[src/rtl/seg_scan_ctrl.sv]
// Seven-segment scan controller: multiplexes one BIN decoder
// across DIGITS common-anode digits with dead-time and LZ blanking.
module seg_scan_ctrl #(
  parameter int DIGITS   = 4,
  parameter int PRESCALE = 50000,
  parameter int DEAD     = 2
) (
  input  logic                  CLK,
  input  logic                  RST_N,
  input  logic                  EN,
  input  logic                  LOAD,
  input  logic [4*DIGITS-1:0]   VALUE,
  input  logic                  LZ_BLANK,
  output logic [3:0]            DIG_BIN,
  output logic [DIGITS-1:0]     AN,
  output logic                  FRAME,
  output logic                  PEND
);

  localparam int PW = $clog2(PRESCALE);
  localparam int IW = $clog2(DIGITS);

  typedef enum logic {
    OFF,
    SCAN
  } state_t;

  state_t              state_q, state_d;
  logic [PW-1:0]       pcnt_q, pcnt_d;
  logic [IW-1:0]       idx_q, idx_d;
  logic [4*DIGITS-1:0] active_q, active_d;
  logic [4*DIGITS-1:0] pending_q, pending_d;
  logic                pend_q, pend_d;
  logic                frame_q, frame_d;
  logic [3:0]          dig_bin_q, dig_bin_d;
  logic [DIGITS-1:0]   an_q, an_d;

  logic                tick;
  logic                last;
  logic                xfer;
  logic                any_nz;
  logic [DIGITS-1:0]   lit;

  assign tick = (pcnt_q == PW'(PRESCALE - 1));
  assign last = (idx_q == IW'(DIGITS - 1));

  // State and registered outputs; reset drops everything incl. pending
  always_ff @(posedge CLK) begin
    if (!RST_N) begin
      state_q   <= OFF;
      pcnt_q    <= '0;
      idx_q     <= '0;
      active_q  <= '0;
      pending_q <= '0;
      pend_q    <= 1'b0;
      frame_q   <= 1'b0;
      dig_bin_q <= 4'd0;
      an_q      <= '1;
    end else begin
      state_q   <= state_d;
      pcnt_q    <= pcnt_d;
      idx_q     <= idx_d;
      active_q  <= active_d;
      pending_q <= pending_d;
      pend_q    <= pend_d;
      frame_q   <= frame_d;
      dig_bin_q <= dig_bin_d;
      an_q      <= an_d;
    end
  end

  // Next state: slot counters, frame boundary, buffer transfer
  always_comb begin
    state_d = state_q;
    pcnt_d  = pcnt_q;
    idx_d   = idx_q;
    frame_d = 1'b0;
    xfer    = 1'b0;
    unique case (state_q)
      OFF: begin
        pcnt_d = '0;
        idx_d  = '0;
        if (EN) begin
          state_d = SCAN;
          xfer    = pend_q;
        end
      end
      SCAN: begin
        if (!EN) begin
          state_d = OFF;
          pcnt_d  = '0;
          idx_d   = '0;
        end else if (tick) begin
          pcnt_d  = '0;
          idx_d   = last ? '0 : idx_q + 1'b1;
          frame_d = last;
          xfer    = pend_q & last;
        end else begin
          pcnt_d = pcnt_q + 1'b1;
        end
      end
      default: state_d = OFF;
    endcase
    active_d  = xfer ? pending_q : active_q;
    pending_d = LOAD ? VALUE : pending_q;
    pend_d    = LOAD | (pend_q & ~xfer);
  end

  // Outputs for the upcoming cycle, from next-state values
  always_comb begin
    any_nz    = 1'b0;
    lit       = '0;
    dig_bin_d = 4'd0;
    an_d      = '1;
    for (int i = DIGITS - 1; i >= 0; i--) begin
      any_nz = any_nz | (active_d[4*i +: 4] != 4'd0);
      lit[i] = any_nz | (i == 0) | ~LZ_BLANK;
    end
    if (state_d == SCAN) begin
      for (int i = 0; i < DIGITS; i++) begin
        if (idx_d == IW'(i)) begin
          dig_bin_d = active_d[4*i +: 4];
          if (pcnt_d >= PW'(DEAD) && lit[i])
            an_d[i] = 1'b0;
        end
      end
    end
  end

  assign DIG_BIN = dig_bin_q;
  assign AN      = an_q;
  assign FRAME   = frame_q;
  assign PEND    = pend_q;

endmodule

[config.mk]
export PLATFORM = sky130hd
export DESIGN_NAME = seg_scan_ctrl
export DESIGN_NICKNAME = d
export VERILOG_FILES = /design/src/rtl/seg_scan_ctrl.sv
export SDC_FILE = /design/constraint.sdc
export NUM_CORES = 1
export LEC_CHECK = 0
export BUFFER_PORTS_ARGS = -buffer_cell sky130_fd_sc_hd__buf_2
export CAP_MARGIN = 5
export CORE_MARGIN = 1
export CORE_UTILIZATION = 28
export CTS_CLUSTER_DIAMETER = 30
export CTS_CLUSTER_SIZE = 20
export DETAILED_ROUTE_END_ITERATION = 12
export GPL_TIMING_DRIVEN = 0
export HOLD_SLACK_MARGIN = 0.08
export PLACE_DENSITY = 0.42
export RECOVER_POWER = 25
export SLEW_MARGIN = 20
export SYNTH_ARGS = -nofsm -noshare
export SYNTH_HDL_FRONTEND = slang
export SYNTH_SLANG_ARGS = --single-unit
[constraint.sdc]
create_clock -name CLK -period 2.7 [get_ports CLK]
set_clock_uncertainty 0.2 [all_clocks]
set_input_delay 0.405 -clock CLK [delete_from_list [all_inputs] [get_ports CLK]]
set_output_delay 0.405 -clock CLK [all_outputs]
set_load 0.005 [all_outputs]
==> results of run 1 <==
[critical path, stage by stage (launching register included)]
cell	delay [ns]
dfxtp_2	0.38
ha_2	0.23
and3_1	0.18
buf_6	0.12
and4_1	0.19
buf_6	0.13
mux2i_4	0.27
buf_6	0.19
mux2i_1	0.20
nand2_1	0.07
a32o_1	0.26
[synth_stat cells, types with 2 or more instances]
cell type	instances	area, um2
a21boi_0	16	120
a21oi_1	3	15.0
a31oi_1	2	12.5
a32o_1	4	40.0
and3_1	4	25.0
and4_1	3	26.3
buf_2	6	30.0
buf_6	3	33.8
clkbuf_1	9	33.8
dfxtp_1	61	1220
ha_1	2	25.0
inv_1	4	15.0
mux2_2	5	56.3
mux2i_1	26	260
nand2_1	55	206
nand3_1	10	50.1
nand4_1	8	50.1
nand4b_1	2	17.5
nor2_1	25	93.8
nor2b_1	18	113
nor3_1	6	30.0
nor4_1	4	25.0
nor4_2	2	25.0
o21ai_0	3	15.0
or3_1	2	12.5
or4_1	2	15.0
xnor2_1	11	96.3
xor2_1	6	52.6
[what timing repair did]
| action | in CTS | in global routing |
|---|---|---|
| gates resized for setup | 1 | 7 |
| setup endpoints to repair | 5 | 16 |
| hold buffers | 0 | 0 |
| pin swaps | 0 | 0 |
| buffers inserted | 1 | 0 |
[area by class of cell]
| type | instances | share of cell area (%) |
|---|---|---|
| Tap cell | 133 | 4.87 |
| Clock inverter | 6 | 2.09 |
| Inverter | 4 | 0.440 |
| Multi-Input combinational cell | 234 | 45.2 |
| Clock buffer | 10 | 4.03 |
| Timing Repair Buffer | 29 | 4.43 |
| Sequential cell | 61 | 35.8 |
| Buffer | 19 | 3.11 |
[kinds of logic (layout without fill, tap and decap cells)]
kind of cell | after synthesis | after routing | synth area share, %
fa+ha+maj | 2 | 2 | 0.871
xor+xnor | 17 | 17 | 5.19
simple gates | 149 | 149 | 26.4
flops | 61 | 61 | 42.5
compound gates | 34 | 34 | 8.98
buf+inv | 23 | 68 | 4.18
mux | 32 | 32 | 11.8
[per-stage QoR]
stage               setup WS (ns)  hold WS [ns]
floorplan                   0.221         0.243
global placement          -0.0473         0.257
detailed placement        -0.0292         0.260
CTS                        0.0727        0.0996
global route               0.0114         0.109
finish                      0.183         0.108
[layer usage]
layer / up-vias / track usage (%)
li1: 1182 / -
met1: 1107 / 17.7
met2: 32 / 25.2
met3: 8 / 3.76
met4: 0 / 5.09
met5: - / 0
[power breakdown]
group,internal (uW),switching (uW),leakage [uW]
Combinational,52.4,60.4,0.000645
Clock,457,402,0.0000991
Sequential,921,19.8,0.000497
Total,1430,483,0.00124
[worst max path at each step]
stage | to | depth (start not counted)
after floorplan | DIG_BIN[1]$_SDFF_PN0_ | 10
after global placement | DIG_BIN[1]$_SDFF_PN0_ | 10
after detailed placement | DIG_BIN[3]$_SDFF_PN0_ | 10
after CTS | AN[1]$_SDFF_PN1_ | 9
after global routing | DIG_BIN[2]$_SDFF_PN0_ | 10
final | DIG_BIN[1]$_SDFF_PN0_ | 10
[flip-flops by register name, indices dropped and copies added, names as in the netlist]
signal	cells
AN	4
DIG_BIN	4
FRAME	1
PEND	1
active_q	16
idx_q	2
pcnt_q	16
pending_q	16
state_q	1
==> summary.md, run 1 <==
| Metric | Value |
|---|---|
| Critical Path End Type | `register` |
| Power after layout | `1910 uW` |
| Number of pins exceeding their max-slew limit in the final report | `0` |
| Clock tree from TritonCTS | `done` |
| Number of hold violations in the final report | `0` |
| Setup total negative slack | `0 ns` |
| Number of flops mapped to enable cells by yosys | `0` |
| Number of routed nets with antenna violations | `0` |
| Met1 wire length | `3.23 mm` |
| Min cycle time layout | `2.52 ns` |
| Fraction of layout instances using a drive strength above 1 | `17.9%` |
| Clk sink count | `61` |
| Final standard cell utilization of the core | `34.6%` |
| Post-route non-filler standard cell count | `496` |
| Filler cell count | `1053` |
| End of the worst hold path | `pending_q[9]$_SDFFE_PN0P_` |
| Residual DRC | `0` |
| Total of endpoints with negative setup slack in the final report | `0` |
| Via count of the first global-routing pass | `2310` |
| Post-synthesis area per instance | `9.03 um2` |
| Crit Path Max Fanout | `10` |
| Clock Latency Late Sink | `0.35 ns` |
| Critical path launch point type | `register` |
| Max Used Layer | `met4` |
| Arrival time of the worst setup path | `2.55 ns` |
| Count of boundary I/O pins | `31` |
| Share of synthesized flip-flops with an asynchronous set or reset | `0%` |
| Top library cells by usage in the layout, fill and taps aside | `59 x dfxtp_1, 55 x nand2_1, 27 x buf_2` |
| Kind of critical path | `register to register` |
| Clock root buffer | `clkbuf_8` |
| P&R area growth vs syn | `19.0%` |
| Unrepaired setup endpoints after global routing | `false` |
| Core outline area | `9860 um2` |
| VDD IR max | `0.000239 V` |
| Area used by multi-input combinational logic | `1540 um2` |
| Endpoint of the worst register-to-register path | `DIG_BIN[1]$_SDFF_PN0_` |
| Post-Place Cells | `479` |
| Sequential area share after synthesis | `42.5%` |
| Wire length of the first global-routing pass | `11.6 mm` |
| Static power due to leakage | `0.00124 uW` |
| GPL Wtd Cong | `0.793` |
| H-tree depth | `3` |
| Die area | `10700 um2` |
| Startpoint of the most critical setup path | `pcnt_q[0]$_SDFF_PN0_` |
| Number of instances in the synthesized netlist | `318` |
| Maximum number of buffers from clock root to sink | `2` |
| Number of cells on the worst reg-to-reg path | `10` |
| Port buffer count | `28` |
| WL per Instance | `14.1 um` |
| Total met2 wirelength after detailed routing | `3.49 mm` |
| Routed vias/inst | `4.70` |
| Critical register-to-register path startpoint | `pcnt_q[0]$_SDFF_PN0_` |
| Commonest non-fill, non-tap cell in the layout | `dfxtp_1` |
| Number of cells on the worst hold path | `3` |
| Final-stage net count | `381` |
| Count of synthesis-stage warnings from yosys | `0` |
| Worst-case register-to-register setup slack | `0.18 ns` |
| Total routing resource utilization after global routing | `14.6%` |
| Synth Flop Type | `dfxtp_1` |
| HPWL after DPL | `4.98 mm` |
| Clk pin slew, worst setup/hold paths | `0.09 ns` |
| Post-route cell area | `3420 um2` |
| Number of antenna violations at the first check in global routing | `0` |
| Via count of the routed design | `2329` |
| DRT iter0 DRCs | `56` |
| Area of all sequential standard cells | `1220 um2` |
| Cell Area, Placed | `3180 um2` |
| Worst relative slew slack | `48.6%` |
| Count of inserted antenna diode cells | `0` |
| Drt pass-1 iters | `6` |
| Die Y | `103 um` |
| Net count after synthesis | `341` |
| Number of buffers created by CTS | `9` |
| Outcome | `finished, final reports clean` |
| Width of the die | `103 um` |
| Number of distinct standard cells referenced by the synthesized netlist | `44` |
| Worst Min Path Start | `VALUE[9]` |
| Met3 routed wirelength | `189 um` |
| Data required time at the worst endpoint | `2.74 ns` |
| Power density over cell area | `560 nW/um2` |
| Total global routing overflow | `0` |
| Netlist area before placement | `2870 um2` |
| Number of maximum-capacitance constraint violations | `0` |
| Pin count of the biggest net entering global routing | `13` |
| Number of rows in the core area | `36` |
| Max Freq | `0.397 GHz` |
| Min-Delay Path Class | `primary input to register` |
| Worst Tran Pin Value | `0.770 ns` |
| Final worst path period share | `93.2%` |
| Flip-flop and latch count after synthesis | `61` |
| Total wire length after detailed routing | `7.01 mm` |
| Effective utilization at floorplan | `29.1%` |
Note: power is estimated with default switching activity, not from simulation.
==> run 2: changes to the inputs <==
SETUP_SLACK_MARGIN = 0.4   (was default)
==> run 2 against run 1 <==
Power up 1.2%. Critical path depth unchanged. Final cell count up 2.4%. Die area unchanged. Sequential share of layout area down 1.5 points. Hold slack better by 0.019 ns. Critical path type unchanged. Largest cell class unchanged. Largest power group unchanged.
==> summary.md, run 2 (same netlist as run 1, synthesis figures left out) <==
| Metric | Value |
|---|---|
| Count of inserted antenna diode cells | `0 (unchanged)` |
| Arrival time of the worst setup path | `2.41 ns (was 2.55 ns)` |
| Drt pass-1 iters | `5 (was 6)` |
| Fraction of layout instances using a drive strength above 1 | `23.2% (was 17.9%)` |
| Largest registers in the final layout | `active_q: 16 flops, pcnt_q: 16 flops, pending_q: 16 flops (unchanged)` |
| Hold Slack | `0.126 ns (was 0.108 ns)` |
| Clock Latency Late Sink | `0.33 ns (was 0.35 ns)` |
| Via count of the routed design | `2339 (was 2329)` |
| Number of rows in the core area | `36 (unchanged)` |
| Min-Delay Path Class | `primary input to register (unchanged)` |
| Total routing resource utilization after global routing | `14.9% (was 14.6%)` |
| HPWL after DPL | `5.05 mm (was 4.98 mm)` |
| Number of antenna violations at the first check in global routing | `0 (unchanged)` |
| Number of buffers created by CTS | `9 (unchanged)` |
| Total of endpoints with negative setup slack in the final report | `0 (unchanged)` |
| Number of maximum-capacitance constraint violations | `0 (unchanged)` |
| Final worst path period share | `88.4% (was 93.2%)` |
| Core outline area | `9860 um2 (unchanged)` |
| Endpoint of the worst register-to-register path | `DIG_BIN[1]$_SDFF_PN0_ (unchanged)` |
| Number of cells on the worst hold path | `3 (unchanged)` |
| Clock root buffer | `clkbuf_8 (unchanged)` |
| Crit Path Max Fanout | `7 (was 10)` |
| Via count of the first global-routing pass | `2399 (was 2310)` |
| Count of boundary I/O pins | `31 (unchanged)` |
| Number of routed nets with antenna violations | `0 (unchanged)` |
| Static power due to leakage | `0.00136 uW (was 0.00124 uW)` |
| Final-stage net count | `394 (was 381)` |
| Worst Tran Pin Value | `0.755 ns (was 0.770 ns)` |
| Outcome | `finished, final reports clean (unchanged)` |
| Number of hold violations in the final report | `0 (unchanged)` |
| P&R area growth vs syn | `24.7% (was 19.0%)` |
| Power density over cell area | `541 nW/um2 (was 560 nW/um2)` |
| WL per Instance | `13.8 um (was 14.1 um)` |
| Data required time at the worst endpoint | `2.73 ns (was 2.74 ns)` |
| Total wire length after detailed routing | `7.00 mm (was 7.01 mm)` |
| Setup total negative slack | `0 ns (unchanged)` |
| Critical path launch point type | `register (unchanged)` |
| Wire length of the first global-routing pass | `11.8 mm (was 11.6 mm)` |
| Power after layout | `1940 uW (was 1910 uW)` |
| Maximum number of buffers from clock root to sink | `2 (unchanged)` |
| Clk pin slew, worst setup/hold paths | `0.07 ns (was 0.09 ns)` |
| H-tree depth | `3 (unchanged)` |
| Min cycle time layout | `2.39 ns (was 2.52 ns)` |
| Worst relative slew slack | `49.6% (was 48.6%)` |
| Effective utilization at floorplan | `29.1% (unchanged)` |
| Filler cell count | `1031 (was 1053)` |
| Routed vias/inst | `4.60 (was 4.70)` |
| Clock tree from TritonCTS | `done (unchanged)` |
| Unrepaired setup endpoints after global routing | `true (was false)` |
| Post-layout worst setup margin | `0.313 ns (was 0.183 ns)` |
| Clk sink count | `61 (unchanged)` |
| VDD IR max | `0.000315 V (was 0.000239 V)` |
| DRT iter0 DRCs | `58 (was 56)` |
| Worst Min Path Start | `VALUE[2] (was VALUE[9])` |
| Number of pins exceeding their max-slew limit in the final report | `0 (unchanged)` |
| Die area | `10700 um2 (unchanged)` |
| Post-Place Cells | `479 (unchanged)` |
| Critical register-to-register path startpoint | `pcnt_q[0]$_SDFF_PN0_ (unchanged)` |
| Worst-case register-to-register setup slack | `0.31 ns (was 0.18 ns)` |
| Pin count of the biggest net entering global routing | `11 (was 13)` |
| Residual DRC | `0 (unchanged)` |
| Kind of critical path | `register to register (unchanged)` |
| Critical Path End Type | `register (unchanged)` |
| Post-route non-filler standard cell count | `508 (was 496)` |
| End of the worst hold path | `pending_q[2]$_SDFFE_PN0P_ (was pending_q[9]$_SDFFE_PN0P_)` |
| Commonest non-fill, non-tap cell in the layout | `dfxtp_1 (unchanged)` |
| GPL Wtd Cong | `0.780 (was 0.793)` |
| Total global routing overflow | `0 (unchanged)` |
| Max Freq | `0.419 GHz (was 0.397 GHz)` |
| Number of cells on the worst reg-to-reg path | `10 (unchanged)` |
| Port buffer count | `28 (unchanged)` |
| Width of the die | `103 um (unchanged)` |
| Die Y | `103 um (unchanged)` |
| Placement-stage worst setup slack | `0.122 ns (was -0.0292 ns)` |
| Top library cells by usage in the layout, fill and taps aside | `58 x dfxtp_1, 55 x nand2_1, 26 x mux2i_1 (was 59 x dfxtp_1, 55 x nand2_1, 27 x buf_2)` |
## run 2: cell types whose count changed in the layout (fill, tap and decap cells not counted), sizes merged
| cell | delta |
|---|---|
| clkinv | +1 |
| clkbuf | -1 |
| inv | -1 |
| clkinvlp | -2 |
| bufinv | +1 |
| buf | +14 |
## run 2: layout make-up
| type | instances | area [um2] | area share (%) |
|---|---|---|---|
| timing repair buffer | 42 | 250 | 6.99 |
| sequential | 61 | 1230 | 34.3 |
| clock inverter | 5 | 75.1 | 2.10 |
| clock buffer | 10 | 138 | 3.84 |
| tap | 133 | 166 | 4.65 |
| inverter | 4 | 15.0 | 0.419 |
| multi-input combinational | 234 | 1590 | 44.4 |
| buffer | 19 | 119 | 3.32 |
## run 2: power by group
part / total (uW) / internal, uW / leakage [uW] / switching [uW]
clock: 881 / 535 / 0.000112 / 346
sequential: 938 / 920 / 0.000498 / 18.7
combinational: 117 / 55.9 / 0.000754 / 61.3
total: 1940 / 1510 / 0.00136 / 426
## run 2: how the worst max path moves through the flow
| stage | from | endpoint | slack, ns | depth (start not counted) |
|---|---|---|---|---|
| 3_3_place_gp | pcnt_q[0]$_SDFF_PN0_ | DIG_BIN[1]$_SDFF_PN0_ | 0.11 | 10 |
| 4_1_cts | pcnt_q[0]$_SDFF_PN0_ | DIG_BIN[0]$_SDFF_PN0_ | 0.35 | 10 |
| 6_report | pcnt_q[0]$_SDFF_PN0_ | DIG_BIN[1]$_SDFF_PN0_ | 0.31 | 10 |
| 3_5_place_dp | pcnt_q[0]$_SDFF_PN0_ | DIG_BIN[0]$_SDFF_PN0_ | 0.12 | 10 |
| 5_1_grt | pcnt_q[0]$_SDFF_PN0_ | DIG_BIN[0]$_SDFF_PN0_ | 0.24 | 10 |
| 2_1_floorplan | pcnt_q[1]$_SDFF_PN0_ | DIG_BIN[1]$_SDFF_PN0_ | 0.34 | 10 |
## run 2: layer usage
metal / part of all wire, % / global-route usage, % / wire (um) / up-vias
met5: 0 / 0 / 0 / -
met3: 2.7 / 4.44 / 188 / 9
met2: 51 / 26.6 / 3570 / 30
met4: 1.3 / 4.66 / 92 / 0
li1: - / - / - / 1207
met1: 45 / 17.1 / 3140 / 1093
## run 2: worst max-delay path: stages, from the launching register on
cell and delay, ns:
dfxtp_4 0.36, ha_4 0.14, and3_4 0.18, buf_6 0.10, and4_1 0.20, buf_6 0.11, mux2i_4 0.26, buf_6 0.18
mux2i_1 0.21, nand2_1 0.07, a32o_2 0.27
## run 2: what timing repair did
item,in CTS,in global routing
setup buffers,11,3
resized for setup,14,8
endpoints found under the setup margin,24,34
pin swaps,6,3
hold buffers,0,0
## run 2: per-stage QoR
stage | utilization, % | cell area, um2
after floorplan | - | 2890
after global placement | 32.4 | 3200
after detailed placement | 32.4 | 3200
after CTS | 36.0 | 3550
after global routing | 36.3 | 3580
final | 36.3 | 3580
==> run 3: changes to the inputs <==
PLACE_DENSITY = 0.4   (was 0.42)
clock period = 2.75 ns   (was 2.7 ns; I/O delays follow)
==> run 3 against run 2 <==
Core utilization down 0.71 points. Combinational power barely moved. Register-to-register slack gained 0.04 ns. Critical path depth decreased by 1. Non-clock buffer count decreased by 4. Power fell by 11%. Die area stayed put. Sequential power fell by 2%. Critical path type unchanged. Largest power group unchanged.
==> summary.md, run 3 (same netlist as run 1, synthesis figures left out) <==
| Metric | Value |
|---|---|
| Clock root buffer | `clkbuf_8 (unchanged)` |
| Crit Path Max Fanout | `6 (was 7)` |
| Maximum number of buffers from clock root to sink | `2 (unchanged)` |
| Fraction of layout instances using a drive strength above 1 | `23.1% (was 23.2%)` |
| DRT iter0 DRCs | `47 (was 58)` |
| CP Cell Sequence | `ha_4 -> and3_4 -> buf_6 -> and4_1 -> buf_6 -> mux2i_4 -> buf_12 -> mux2_2 -> a32o_2 (was ha_4 -> and3_4 -> buf_6 -> and4_1 -> buf_6 -> mux2i_4 -> buf_6 -> mux2i_1 -> nand2_1 -> a32o_2)` |
| Unrepaired setup endpoints after global routing | `true (unchanged)` |
| Width of the die | `103 um (unchanged)` |
| Slowest cell on the critical path | `dfxtp_4 (unchanged)` |
| Die Y | `103 um (unchanged)` |
| Pin count of the biggest net entering global routing | `11 (unchanged)` |
| Number of rows in the core area | `36 (unchanged)` |
| Number of hold violations in the final report | `0 (unchanged)` |
| Final standard cell utilization of the core | `35.6% (was 36.3%)` |
| Worst Tran Pin Value | `0.790 ns (was 0.755 ns)` |
| Top library cells by usage in the layout, fill and taps aside | `57 x dfxtp_1, 55 x nand2_1, 26 x mux2i_1 (was 58 x dfxtp_1, 55 x nand2_1, 26 x mux2i_1)` |
| Port buffer count | `28 (unchanged)` |
| Core outline area | `9860 um2 (unchanged)` |
| Min cycle time layout | `2.39 ns (about the same)` |
| Commonest non-fill, non-tap cell in the layout | `dfxtp_1 (unchanged)` |
| P&R area growth vs syn | `22.3% (was 24.7%)` |
| Area used by multi-input combinational logic | `1590 um2 (about the same)` |
| Placement-stage worst setup slack | `0.0913 ns (was 0.122 ns)` |
| Setup total negative slack | `0 ns (unchanged)` |
| Static power due to leakage | `0.00132 uW (was 0.00136 uW)` |
| Filler cell count | `1038 (was 1031)` |
| Total wire length after detailed routing | `7.21 mm (was 7.00 mm)` |
| Total of endpoints with negative setup slack in the final report | `0 (unchanged)` |
| VDD IR max | `0.000224 V (was 0.000315 V)` |
| Via count of the first global-routing pass | `2417 (was 2399)` |
| Area of all sequential standard cells | `1230 um2 (about the same)` |
| Data required time at the worst endpoint | `2.78 ns (was 2.73 ns)` |
| Final-stage net count | `390 (was 394)` |
| Min-Delay Path Class | `primary input to register (unchanged)` |
| Residual DRC | `0 (unchanged)` |
| GPL Wtd Cong | `0.773 (was 0.780)` |
| H-tree depth | `3 (unchanged)` |
| Wire length of the first global-routing pass | `11.9 mm (was 11.8 mm)` |
| Count of boundary I/O pins | `31 (unchanged)` |
| Slowest stage delay, CP | `0.37 ns (was 0.36 ns)` |
| Count of inserted antenna diode cells | `0 (unchanged)` |
| Arrival time of the worst setup path | `2.43 ns (was 2.41 ns)` |
| HPWL after DPL | `5.12 mm (was 5.05 mm)` |
| Die area | `10700 um2 (unchanged)` |
| Critical path launch point type | `register (unchanged)` |
| Clock Latency Late Sink | `0.35 ns (was 0.33 ns)` |
| Drt pass-1 iters | `4 (was 5)` |
| Worst relative slew slack | `47.3% (was 49.6%)` |
| Clk sink count | `61 (unchanged)` |
| Critical path's most frequent cell | `buf_6 (unchanged)` |
| Largest registers in the final layout | `active_q: 16 flops, pcnt_q: 16 flops, pending_q: 16 flops (unchanged)` |
| Number of maximum-capacitance constraint violations | `0 (unchanged)` |
| Hold Slack | `0.119 ns (was 0.126 ns)` |
| Routed vias/inst | `4.64 (was 4.60)` |
| Outcome | `finished, final reports clean (unchanged)` |
| Post-layout worst setup margin | `0.355 ns (was 0.313 ns)` |
| Total global routing overflow | `0 (unchanged)` |
| Kind of critical path | `register to register (unchanged)` |
| Clk pin slew, worst setup/hold paths | `0.07 ns (about the same)` |
| Max Freq | `0.418 GHz (was 0.419 GHz)` |
| Total routing resource utilization after global routing | `15.2% (was 14.9%)` |
| Critical Path End Type | `register (unchanged)` |
| Number of antenna violations at the first check in global routing | `0 (unchanged)` |
| Number of pins exceeding their max-slew limit in the final report | `0 (unchanged)` |
| Via count of the routed design | `2341 (was 2339)` |
| Final worst path period share | `87.1% (was 88.4%)` |
| Power density over cell area | `488 nW/um2 (was 541 nW/um2)` |
| WL per Instance | `14.3 um (was 13.8 um)` |
| Number of buffers created by CTS | `9 (unchanged)` |
| Number of routed nets with antenna violations | `0 (unchanged)` |
| Effective utilization at floorplan | `29.1% (unchanged)` |
| Clock tree from TritonCTS | `done (unchanged)` |
[run 3: cell types whose count changed in the layout (fill, tap and decap cells not counted), moves of 2 or more]
cell / previous run / this run
buf_4: 18 / 14
bufinv_16: 2 / 0
mux2_2: 3 / 5
mux2_4: 2 / 0
[run 3: path summary, 6_finish.rpt]
kind / start / cells after the start / to / slack [ns]
min: VALUE[8] / 3 / pending_q[8]$_SDFFE_PN0P_ / 0.12
max: pcnt_q[0]$_SDFF_PN0_ / 9 / DIG_BIN[0]$_SDFF_PN0_ / 0.36
min reg2reg: active_q[0]$_SDFF_PN0_ / 2 / active_q[0]$_SDFF_PN0_ / 0.27
max reg2reg: pcnt_q[0]$_SDFF_PN0_ / 9 / DIG_BIN[0]$_SDFF_PN0_ / 0.36
[run 3: worst max-delay path, delay by kind of cell (launching register included)]
family,cells,cell delay (ns)
AOI/OAI and AO/OA,1,0.22
adders and majority gates,1,0.13
buffers and inverters,3,0.37
DFF,1,0.37
muxes,2,0.61
and+or+nand+nor,2,0.37
[run 3: layer usage]
metal,global-route usage (%),routed length (um),vias up
li1,-,-,1204
met1,17.8,3330,1093
met2,25.6,3490,31
met3,3.76,218,13
met4,8.02,170,0
met5,0,0,-
[run 3: timing repair]
item / CTS / global route
pin swaps: 2 / 7
endpoints found under the setup margin: 24 / 31
resized for setup: 11 / 17
buffers inserted: 8 / 2
hold buffers: 0 / 0
[run 3: area by class of cell]
cell class	instances	area share, %
Buffer	19	3.56
Tap cell	133	4.74
Timing Repair Buffer	38	6.31
Clock inverter	5	0.784
Inverter	4	0.428
Multi-Input combinational cell	234	45.4
Clock buffer	11	3.74
Sequential cell	61	35.1
[run 3: per-stage QoR]
stage	power (uW)	cells	instance area [um2]
global route	1800	505	3510
global placement	1050	479	3200
finish	1710	505	3510
detailed placement	1050	479	3200
CTS	1750	503	3460
floorplan	1010	318	2890
[run 3: power breakdown]
part           internal (uW)  switching [uW]  total (uW)
Clock                    321             358         678
Sequential               903            18.6         921
Combinational           54.2            60.2         114
Total                   1280             436        1710
